**src/rtl/deserializer_frame.sv**
```systemverilog
// Serial byte stream to parallel frame deserializer.
// Collects NUM_WORDS bytes per frame into a 2-entry output FIFO.
module deserializer_frame #(
  parameter int WIDTH     = 8,
  parameter int NUM_WORDS = 9,
  parameter int TIMEOUT   = 16
) (
  input  logic                       i_clk,
  input  logic                       i_rst_n,
  input  logic [WIDTH-1:0]           i_data,
  input  logic                       i_valid,
  input  logic                       i_ready,
  output logic [WIDTH*NUM_WORDS-1:0] o_data,
  output logic                       o_valid,
  output logic                       o_busy,
  output logic                       o_drop,
  output logic                       o_timeout
);

  localparam int FW = WIDTH * NUM_WORDS;
  localparam int IW = $clog2(NUM_WORDS);
  localparam int GW = $clog2(TIMEOUT + 1);
  localparam logic [IW-1:0] LAST = IW'(NUM_WORDS - 1);
  localparam logic [GW-1:0] GLIM = GW'(TIMEOUT - 1);

  typedef enum logic {
    s_IDLE,
    s_COLLECT
  } state_t;

  state_t           state;
  logic [WIDTH-1:0] bytes_q [NUM_WORDS];
  logic [IW-1:0]    idx;
  logic [GW-1:0]    gap;
  logic             push;
  logic [FW-1:0]    frame;

  logic [FW-1:0]    mem [2];
  logic             rd_ptr;
  logic             wr_ptr;
  logic [1:0]       count;
  logic             pop;
  logic             full;
  logic             accept;

  // Byte collection FSM; the completed frame is pushed one edge later
  always_ff @(posedge i_clk or negedge i_rst_n) begin
    if (!i_rst_n) begin
      state     <= s_IDLE;
      idx       <= '0;
      gap       <= '0;
      push      <= 1'b0;
      o_timeout <= 1'b0;
      for (int k = 0; k < NUM_WORDS; k++) bytes_q[k] <= '0;
    end else begin
      push      <= 1'b0;
      o_timeout <= 1'b0;
      case (state)
        s_IDLE: begin
          gap <= '0;
          if (i_valid) begin
            bytes_q[0] <= i_data;
            idx        <= IW'(1);
            state      <= s_COLLECT;
          end
        end
        s_COLLECT: begin
          if (i_valid) begin
            bytes_q[idx] <= i_data;
            gap          <= '0;
            if (idx == LAST) begin
              idx   <= '0;
              push  <= 1'b1;
              state <= s_IDLE;
            end else begin
              idx <= idx + IW'(1);
            end
          end else if (gap == GLIM) begin
            gap       <= '0;
            idx       <= '0;
            o_timeout <= 1'b1;
            state     <= s_IDLE;
          end else begin
            gap <= gap + GW'(1);
          end
        end
        default: state <= s_IDLE;
      endcase
    end
  end

  // Pack the byte registers, byte 0 in the low lane
  always_comb begin
    frame = '0;
    for (int k = 0; k < NUM_WORDS; k++)
      frame[WIDTH*k +: WIDTH] = bytes_q[k];
  end

  assign o_busy  = (state == s_COLLECT);
  assign o_valid = (count != 2'd0);
  assign o_data  = o_valid ? mem[rd_ptr] : '0;
  assign pop     = o_valid & i_ready;
  assign full    = (count == 2'd2);
  assign accept  = push & (~full | pop);

  // Two-entry frame FIFO; a push into a full FIFO without a pop is dropped
  always_ff @(posedge i_clk or negedge i_rst_n) begin
    if (!i_rst_n) begin
      mem[0] <= '0;
      mem[1] <= '0;
      rd_ptr <= 1'b0;
      wr_ptr <= 1'b0;
      count  <= '0;
      o_drop <= 1'b0;
    end else begin
      o_drop <= push & full & ~pop;
      if (pop) rd_ptr <= ~rd_ptr;
      if (accept) begin
        mem[wr_ptr] <= frame;
        wr_ptr      <= ~wr_ptr;
      end
      case ({accept, pop})
        2'b10:   count <= count + 2'd1;
        2'b01:   count <= count - 2'd1;
        default: count <= count;
      endcase
    end
  end

endmodule

```
**config.mk**
```make
export PLATFORM = sky130hd
export DESIGN_NAME = deserializer_frame
export DESIGN_NICKNAME = d
export VERILOG_FILES = /design/src/rtl/deserializer_frame.sv
export SDC_FILE = /design/constraint.sdc
export NUM_CORES = 1
export LEC_CHECK = 0
export ABC_AREA = 1
export CORE_MARGIN = 1
export CORE_UTILIZATION = 62
export DETAILED_ROUTE_END_ITERATION = 16
export GPL_TIMING_DRIVEN = 0
export PLACE_DENSITY = 0.85
export REMOVE_ABC_BUFFERS = 1
export SYNTH_ARGS = -nofsm -noshare
export SYNTH_HDL_FRONTEND = slang
export SYNTH_SLANG_ARGS = --single-unit
```
**constraint.sdc**
```tcl
create_clock -name i_clk -period 2.91 [get_ports i_clk]
set_input_delay 0.582 -clock i_clk [delete_from_list [all_inputs] [get_ports i_clk]]
set_output_delay 0.582 -clock i_clk [all_outputs]
set_load 0.005 [all_outputs]
```
==> impl_summary.txt, run 1 <==
----------------------------------------------------
[Clock tree]
  CTS clk-pin slew, worst paths ... 60 ps
  Maximum level of the CTS H-tree ... 1
  Number of buffers created by CTS ... 24
  Clock insertion delay at the later pin of the skew report ... 500 ps
  Clock tree from TritonCTS ... done
  Sinks on Clock Net ... 233
  Clock root buffer ... clkbuf_16
  Clk buf depth ... 3

[Critical path]
  Type of the setup path with the least slack ... flip-flop to primary output
  Reg-to-reg setup timing slack ... 830 ps
  Arrival @ worst endpoint ... 2250 ps
  Count of buffering cells on the critical path with inverters included ... 3
  Max stage delay on crit path ... 550 ps
  Cell at the slowest stage of the critical path ... clkdlybuf4s50_1
  Worst setup SP type ... flip-flop
  Chain of cells forming the critical path ... buf_12, inv_16, nand2_1, a21oi_1, clkdlybuf4s50_1
  Cell family with most CP delay ... buffers and inverters
  Highest net fanout along the worst path ... 37
  Kind of capture point of the worst setup path ... primary output
  Reg-to-reg startpoint ... count[0]$_DFFE_PN0P_
  Register-to-Register Path Depth ... 9
  Worst path required time ... 2330 ps
  Reg-to-reg critical path endpoint ... count[1]$_DFFE_PN0P_

[GRT]
  Maximum number of pins on one net before global-route repair ... 146
  GRT Residual Overflow ... 0
  Wire length of the first global-routing pass ... 38200 um
  Total GRT Usage ... 0.302
  Antenna violations before repair ... 0
  Number of global-route vias before repair ... 7572

[Floorplan]
  Die Ht ... 128 um
  Core box area ... 0.0153 sq mm
  I/O pin count ... 88
  Site row count ... 45
  Initial Utilization ... 0.639
  Die Outline Area ... 0.0163 sq mm
  Width of the chip ... 128 um

[Power and ir drop]
  Peak supply drop ... 0.000597 V
  Pint ... 6.62 mW
  Switching part of the total power ... 0.321
  Pwr dens ... 835 mW/mm^2
  Clock network fraction of total power ... 0.324
  Leakage power ... 5.19 nW
  Power share of the sequential group ... 0.438
  Power spent charging and discharging nets ... 3.13 mW
  Combinational share of power ... 0.238

[Logic synthesis]
  Sequential area share after synthesis ... 0.596
  Area of the mapped netlist ... 0.00979 sq mm
  Count of flip-flops with a built-in enable after synthesis ... 0
  Synth async-reset ratio ... 1.00
  Synth top area cells ... dfrtp_1 (60%), nand2_1 (15%), o21ai_1 (5.6%)
  Most instantiated flip-flop cell in the synthesis netlist ... dfrtp_1
  Yosys top cell by area ... dfrtp_1
  Distinct cells, synth ... 25
  Synthesized instance count ... 1119
  Number of flip-flops and latches in the synthesized netlist ... 233
  Total number of yosys warnings ... 0
  Portion of synthesized cell area occupied by the leading cell type ... 0.596
  Syn_area_per_cell ... 8.75 sq um

[Hold path]
  Hold WC Path Type ... flip-flop to flip-flop
  Hold path startpoint ... bytes_q[2]$_DFFE_PN0P_
  Hold-critical path depth ... 2
  Worst-case hold path end point ... bytes_q[2]$_DFFE_PN0P_

[STA]
  Number of hold violations in the final report ... 0
  Fin worst setup slack ... 77.1 ps
  Least-Margin Pin Slew ... 883 ps
  Upper clock frequency limit ... 0.353 GHz
  Fin crit share ... 0.973
  RSZ-0062 raised after global routing ... false
  Final worst path period need ... 2830 ps
  Final Setup Violations ... 0
  Relative slew slack ... 0.411
  Fin. max-slew vios ... 0
  Clock Skews ... 8.70 ps

[Layout]
  Ant. Diodes ... 0
  Area growth, synth to finish ... 19.3%
  Final-stage net count ... 1203
  Share of cells above drive strength 1 ... 0.0551
  Utilization after layout ... 0.762

[Detailed routing]
  Mean number of vias per cell ... 5.56
  Antenna violation net count after detailed routing ... 0
  Number of optimization iterations in the first detailed-route pass ... 6
  Via total after detailed routing ... 7839
  Average wire length per cell after detail routing ... 16.6 um
  Total wirelength of the detailed-routed design ... 23300 um
  DRC marker count from the first detailed-route iteration ... 795
  Remaining routing DRC violations ... 0

[Place]
  Port buffer count ... 87
  HPWL Detailed ... 12000 um
  Pre-CTS setup slack ... -639 ps
  Routability-driven placement congestion ratio ... 0.837

[Outcome]
  Status ... finished, final reports clean

[Flow run]
  Maximum Capacitance Violations ... 0

----------------------------------------------------
-- worst max path at each step --
stage                     cells past startpoint                    to            startpoint  slack [ps]
after CTS                                     5            o_data[51]    rd_ptr$_DFFE_PN0N_         100
after detailed placement                      4            o_data[58]    rd_ptr$_DFFE_PN0N_        -640
final                                         5            o_data[62]    rd_ptr$_DFFE_PN0N_          80
after floorplan                               8  count[1]$_DFFE_PN0P_  count[0]$_DFFE_PN0P_       -1010
after global placement                        1  mem[120]$_DFFE_PN0P_               i_rst_n       -8180
after global routing                          5            o_data[60]    rd_ptr$_DFFE_PN0N_          40
-- cell families after synthesis --
kind of cell | after synthesis | synth area share
buffers and inverters | 164 | 0.0749
AND/OR/NAND/NOR | 416 | 0.165
AO/OA/AOI/OAI | 296 | 0.153
flip-flops | 233 | 0.596
adder cells (fa/ha/maj) | 6 | 0.00767
XOR/XNOR | 4 | 0.00358
-- power by group through the flow --
stage | sequential [mW] | combinational [mW] | clock, mW
after floorplan | 4.28 | 1.12 | 0
after global placement | 4.43 | 1.63 | 0
after detailed placement | 4.46 | 1.84 | 0
after CTS | 4.26 | 2.30 | 3.19
after global routing | 4.35 | 2.58 | 3.32
final | 4.27 | 2.32 | 3.16
-- synth_stat cells, types with 3 or more instances --
cell type / instances
o21ai_2: 5
inv_2: 3
buf_6: 13
o21ai_0: 106
nor2_1: 13
nand3_1: 9
dfrtp_1: 233
inv_1: 100
buf_1: 14
clkbuf_1: 18
o21ai_1: 110
a21oi_1: 75
ha_1: 6
nand2_1: 385
buf_2: 15
-- cell type report --
cell class	count	area, sq um
Tap cell	211	264
Timing Repair Buffer	100	1110
Timing Repair inverter	1	11.3
Multi-Input combinational cell	722	3240
Clock buffer	29	651
Fill cell	1102	3640
Inverter	103	403
Clock inverter	10	164
Sequential cell	233	5830
-- tightest hold or removal path: stages (launching register included) --
cell and delay (ps):
dfrtp_1 340, nand2_1 50, o21ai_0 60
-- cell usage in the layout, fill, tap and decap left out, drive strengths merged --
| cell type | netlist | routed |
|---|---|---|
| ha | 6 | 6 |
| nor2 | 14 | 14 |
| nand3 | 10 | 10 |
| nand4 | 2 | 2 |
| nand2 | 388 | 388 |
| o21ai | 221 | 221 |
| clkdlybuf4s50 | 0 | 86 |
| inv | 103 | 105 |
| clkinv | 0 | 1 |
| nor3 | 1 | 1 |
| a21oi | 75 | 75 |
| clkinvlp | 0 | 4 |
| xnor2 | 2 | 2 |
| buf | 42 | 13 |
| xor2 | 2 | 2 |
| dlygate4sd3 | 0 | 1 |
| clkbuf | 19 | 29 |
| dfrtp | 233 | 233 |
| bufinv | 0 | 4 |
| nand3b | 1 | 1 |
-- flip-flops by register name (all words and copies together), names as in the netlist --
name,count
bytes_q,72
count,2
gap,5
idx,4
mem,144
o_busy,1
o_drop,1
o_timeout,1
push,1
rd_ptr,1
wr_ptr,1
-- per-stage QoR --
step                      setup TNS [ps]  cells  hold slack, ps  cell area [sq um]  power [mW]
after global routing                   0   1409             498              11700        10.2
final                                  0   1409             484              11700        9.75
after detailed placement          -39410   1361             454              10700        6.30
after global placement          -2128500   1356             451              10600        6.06
after CTS                              0   1409             485              11700        9.74
after floorplan                   -35250   1058             286               9440        5.40
-- timing repair --
item	CTS	global route
gates resized for setup	5	1
pin swaps	1	0
hold endpoints to repair	46	0
endpoints found under the setup margin	72	1
buffers inserted	7	0
hold buffers	1	0
gates cloned	1	0
-- routing by layer --
| metal | vias to the layer above | share of wire | global-route usage | wire length, um |
|---|---|---|---|---|
| met5 | - | 0 | 0 | 0 |
| met4 | 0 | 0.032 | 0.104 | 735 |
| met3 | 60 | 0.059 | 0.0373 | 1370 |
| met2 | 268 | 0.49 | 0.504 | 11300 |
| met1 | 3815 | 0.42 | 0.416 | 9890 |
| li1 | 3696 | - | - | - |
No activity file was read; power rests on OpenSTA's default activity.
==> run 2: changes to the inputs <==
--- a/config.mk
+++ b/config.mk
@@ -10,7 +10,7 @@
 export CORE_UTILIZATION = 62
 export DETAILED_ROUTE_END_ITERATION = 16
 export GPL_TIMING_DRIVEN = 0
-export PLACE_DENSITY = 0.85
+export PLACE_DENSITY = 0.95
 export REMOVE_ABC_BUFFERS = 1
 export SYNTH_ARGS = -nofsm -noshare
 export SYNTH_HDL_FRONTEND = slang
==> run 2 against run 1 <==
First-iteration DRC count rose by 5.4%. Register-to-register slack got worse by 200 ps. Via count rose by 1.8%. Global-route usage rose by 0.48 points. Power fell by 1.6%. Die area did not move. Largest cell class unchanged.
==> impl_summary.txt, run 2 (same netlist as run 1, synthesis figures left out) <==
----------------------------------------------------
[Outcome]
  Status ... finished, final reports clean

[GRT]
  Maximum number of pins on one net before global-route repair ... 146
  Antenna violations before repair ... 0
  Total GRT Usage ... 0.307
  GRT Residual Overflow ... 0
  Number of global-route vias before repair ... 7626
  Wire length of the first global-routing pass ... 38800 um

[STA]
  Upper clock frequency limit ... 0.346 GHz
  Fin worst setup slack ... 16.8 ps
  RSZ-0062 raised after global routing ... false
  Final worst hold slack ... 196 ps
  Relative slew slack ... 0.392
  Clock Skews ... 15.9 ps
  Fin crit share ... 0.994
  Final Setup Violations ... 0
  Fin. max-slew vios ... 0
  Least-Margin Pin Slew ... 912 ps
  Number of hold violations in the final report ... 0
  Final worst path period need ... 2890 ps

[Power and ir drop]
  Pwr dens ... 827 mW/mm^2
  Switching part of the total power ... 0.328
  Pint ... 6.45 mW
  Peak supply drop ... 0.000944 V
  Power spent charging and discharging nets ... 3.14 mW
  Combinational share of power ... 0.243
  Leakage power ... 5.17 nW
  Power share of the sequential group ... 0.447
  Clock network fraction of total power ... 0.310

[Floorplan]
  I/O pin count ... 88
  Die Ht ... 128 um
  Site row count ... 45
  Width of the chip ... 128 um
  Initial Utilization ... 0.639
  Die Outline Area ... 0.0163 sq mm
  Core box area ... 0.0153 sq mm

[Layout]
  Area growth, synth to finish ... 18.5%
  Final-stage net count ... 1201
  Ant. Diodes ... 0
  Most common library cell in the layout ignoring fill and taps ... nand2_1
  Most flops, register ... mem
  Utilization after layout ... 0.757
  Flip-flop count of the largest register, all copies and words added ... 144
  Final cell count without fillers ... 1411
  Largest registers ranked by flip-flop count ... mem x144, bytes_q x72, gap x5
  Commonest cells after routing, fill and taps aside ... nand2_1 (385), dfrtp_1 (231), o21ai_1 (110)
  Share of cells above drive strength 1 ... 0.0550

[Detailed routing]
  Mean number of vias per cell ... 5.65
  Via total after detailed routing ... 7978
  Remaining routing DRC violations ... 0
  Average wire length per cell after detail routing ... 17.1 um
  DRC marker count from the first detailed-route iteration ... 838
  Total wirelength of the detailed-routed design ... 24100 um
  Number of optimization iterations in the first detailed-route pass ... 5
  Antenna violation net count after detailed routing ... 0

[Critical path]
  Reg-to-reg setup timing slack ... 630 ps
  Worst setup SP type ... flip-flop
  Reg-to-reg critical path endpoint ... count[1]$_DFFE_PN0P_
  Arrival @ worst endpoint ... 2310 ps
  Register-to-Register Path Depth ... 9
  Worst path required time ... 2330 ps
  Type of the setup path with the least slack ... flip-flop to primary output
  Reg-to-reg startpoint ... count[1]$_DFFE_PN0P_
  Kind of capture point of the worst setup path ... primary output
  Highest net fanout along the worst path ... 37

[Clock tree]
  Clock root buffer ... clkbuf_16
  Clk buf depth ... 3
  Clock insertion delay at the later pin of the skew report ... 510 ps
  Clock tree from TritonCTS ... done
  Number of buffers created by CTS ... 24
  Sinks on Clock Net ... 233
  Maximum level of the CTS H-tree ... 1
  CTS clk-pin slew, worst paths ... 60 ps

[Place]
  Pre-CTS setup slack ... -629 ps
  Routability-driven placement congestion ratio ... 0.848
  Port buffer count ... 87
  HPWL Detailed ... 12700 um
  Post-placement cell count ... 1360

[Flow run]
  Maximum Capacitance Violations ... 0

[Hold path]
  Hold WC Path Type ... input port to asynchronous set/reset pin

----------------------------------------------------
[run 2: worst max-delay path, cell delays in order (launching register included)]
cell and delay (ps):
dfrtp_4 530, buf_12 190, inv_16 160, nand2_1 90
a21oi_1 250, clkdlybuf4s50_1 550
[run 2: power by group through the flow]
stage	clock [mW]	sequential (mW)	combinational, mW
2_1_floorplan	0	4.28	1.12
3_3_place_gp	0	4.42	1.62
3_5_place_dp	0	4.47	1.85
4_1_cts	3.00	4.28	2.29
5_1_grt	3.13	4.36	2.56
6_report	2.98	4.29	2.33
[run 2: layout make-up]
cell class              count  area, sq um
inverters                 103          403
clock buffers              41          766
repair buffers             97         1060
well taps                 211          264
repair inverters            1         11.3
multi-input cells         723         3250
flip-flops and latches    233         5840
clock inverters             2         10.0
fillers                  1095         3710
[run 2: per-layer routing]
layer	wire length [um]	global-route usage
met2	11900	0.517
met5	0	0
met4	638	0.0810
met1	9930	0.423
met3	1690	0.0461
[run 2: timing repair]
item | 4_1_cts | 5_1_grt
cloned | 2 | 0
gates resized for setup | 5 | 3
setup buffers | 6 | 0
pin swaps | 1 | 0
endpoints found under the setup margin | 72 | 7
hold buffers | 0 | 0
[run 2: per-stage QoR]
stage          setup TNS [ps]  total power, mW  instance area, sq um
6_report                    0             9.59                 11600
3_3_place_gp         -2087250             6.05                 10600
2_1_floorplan          -35250             5.40                  9440
4_1_cts                     0             9.57                 11600
5_1_grt                     0             10.1                 11600
3_5_place_dp           -37690             6.31                 10700
[run 2: how the worst max path moves through the flow]
stage / slack [ps] / to / startpoint
5_1_grt: 30 / o_data[56] / rd_ptr$_DFFE_PN0N_
4_1_cts: 30 / o_data[44] / count[0]$_DFFE_PN0P_
2_1_floorplan: -1010 / count[1]$_DFFE_PN0P_ / count[0]$_DFFE_PN0P_
3_5_place_dp: -630 / o_data[25] / rd_ptr$_DFFE_PN0N_
3_3_place_gp: -8010 / mem[120]$_DFFE_PN0P_ / i_rst_n
6_report: 20 / o_data[24] / rd_ptr$_DFFE_PN0N_
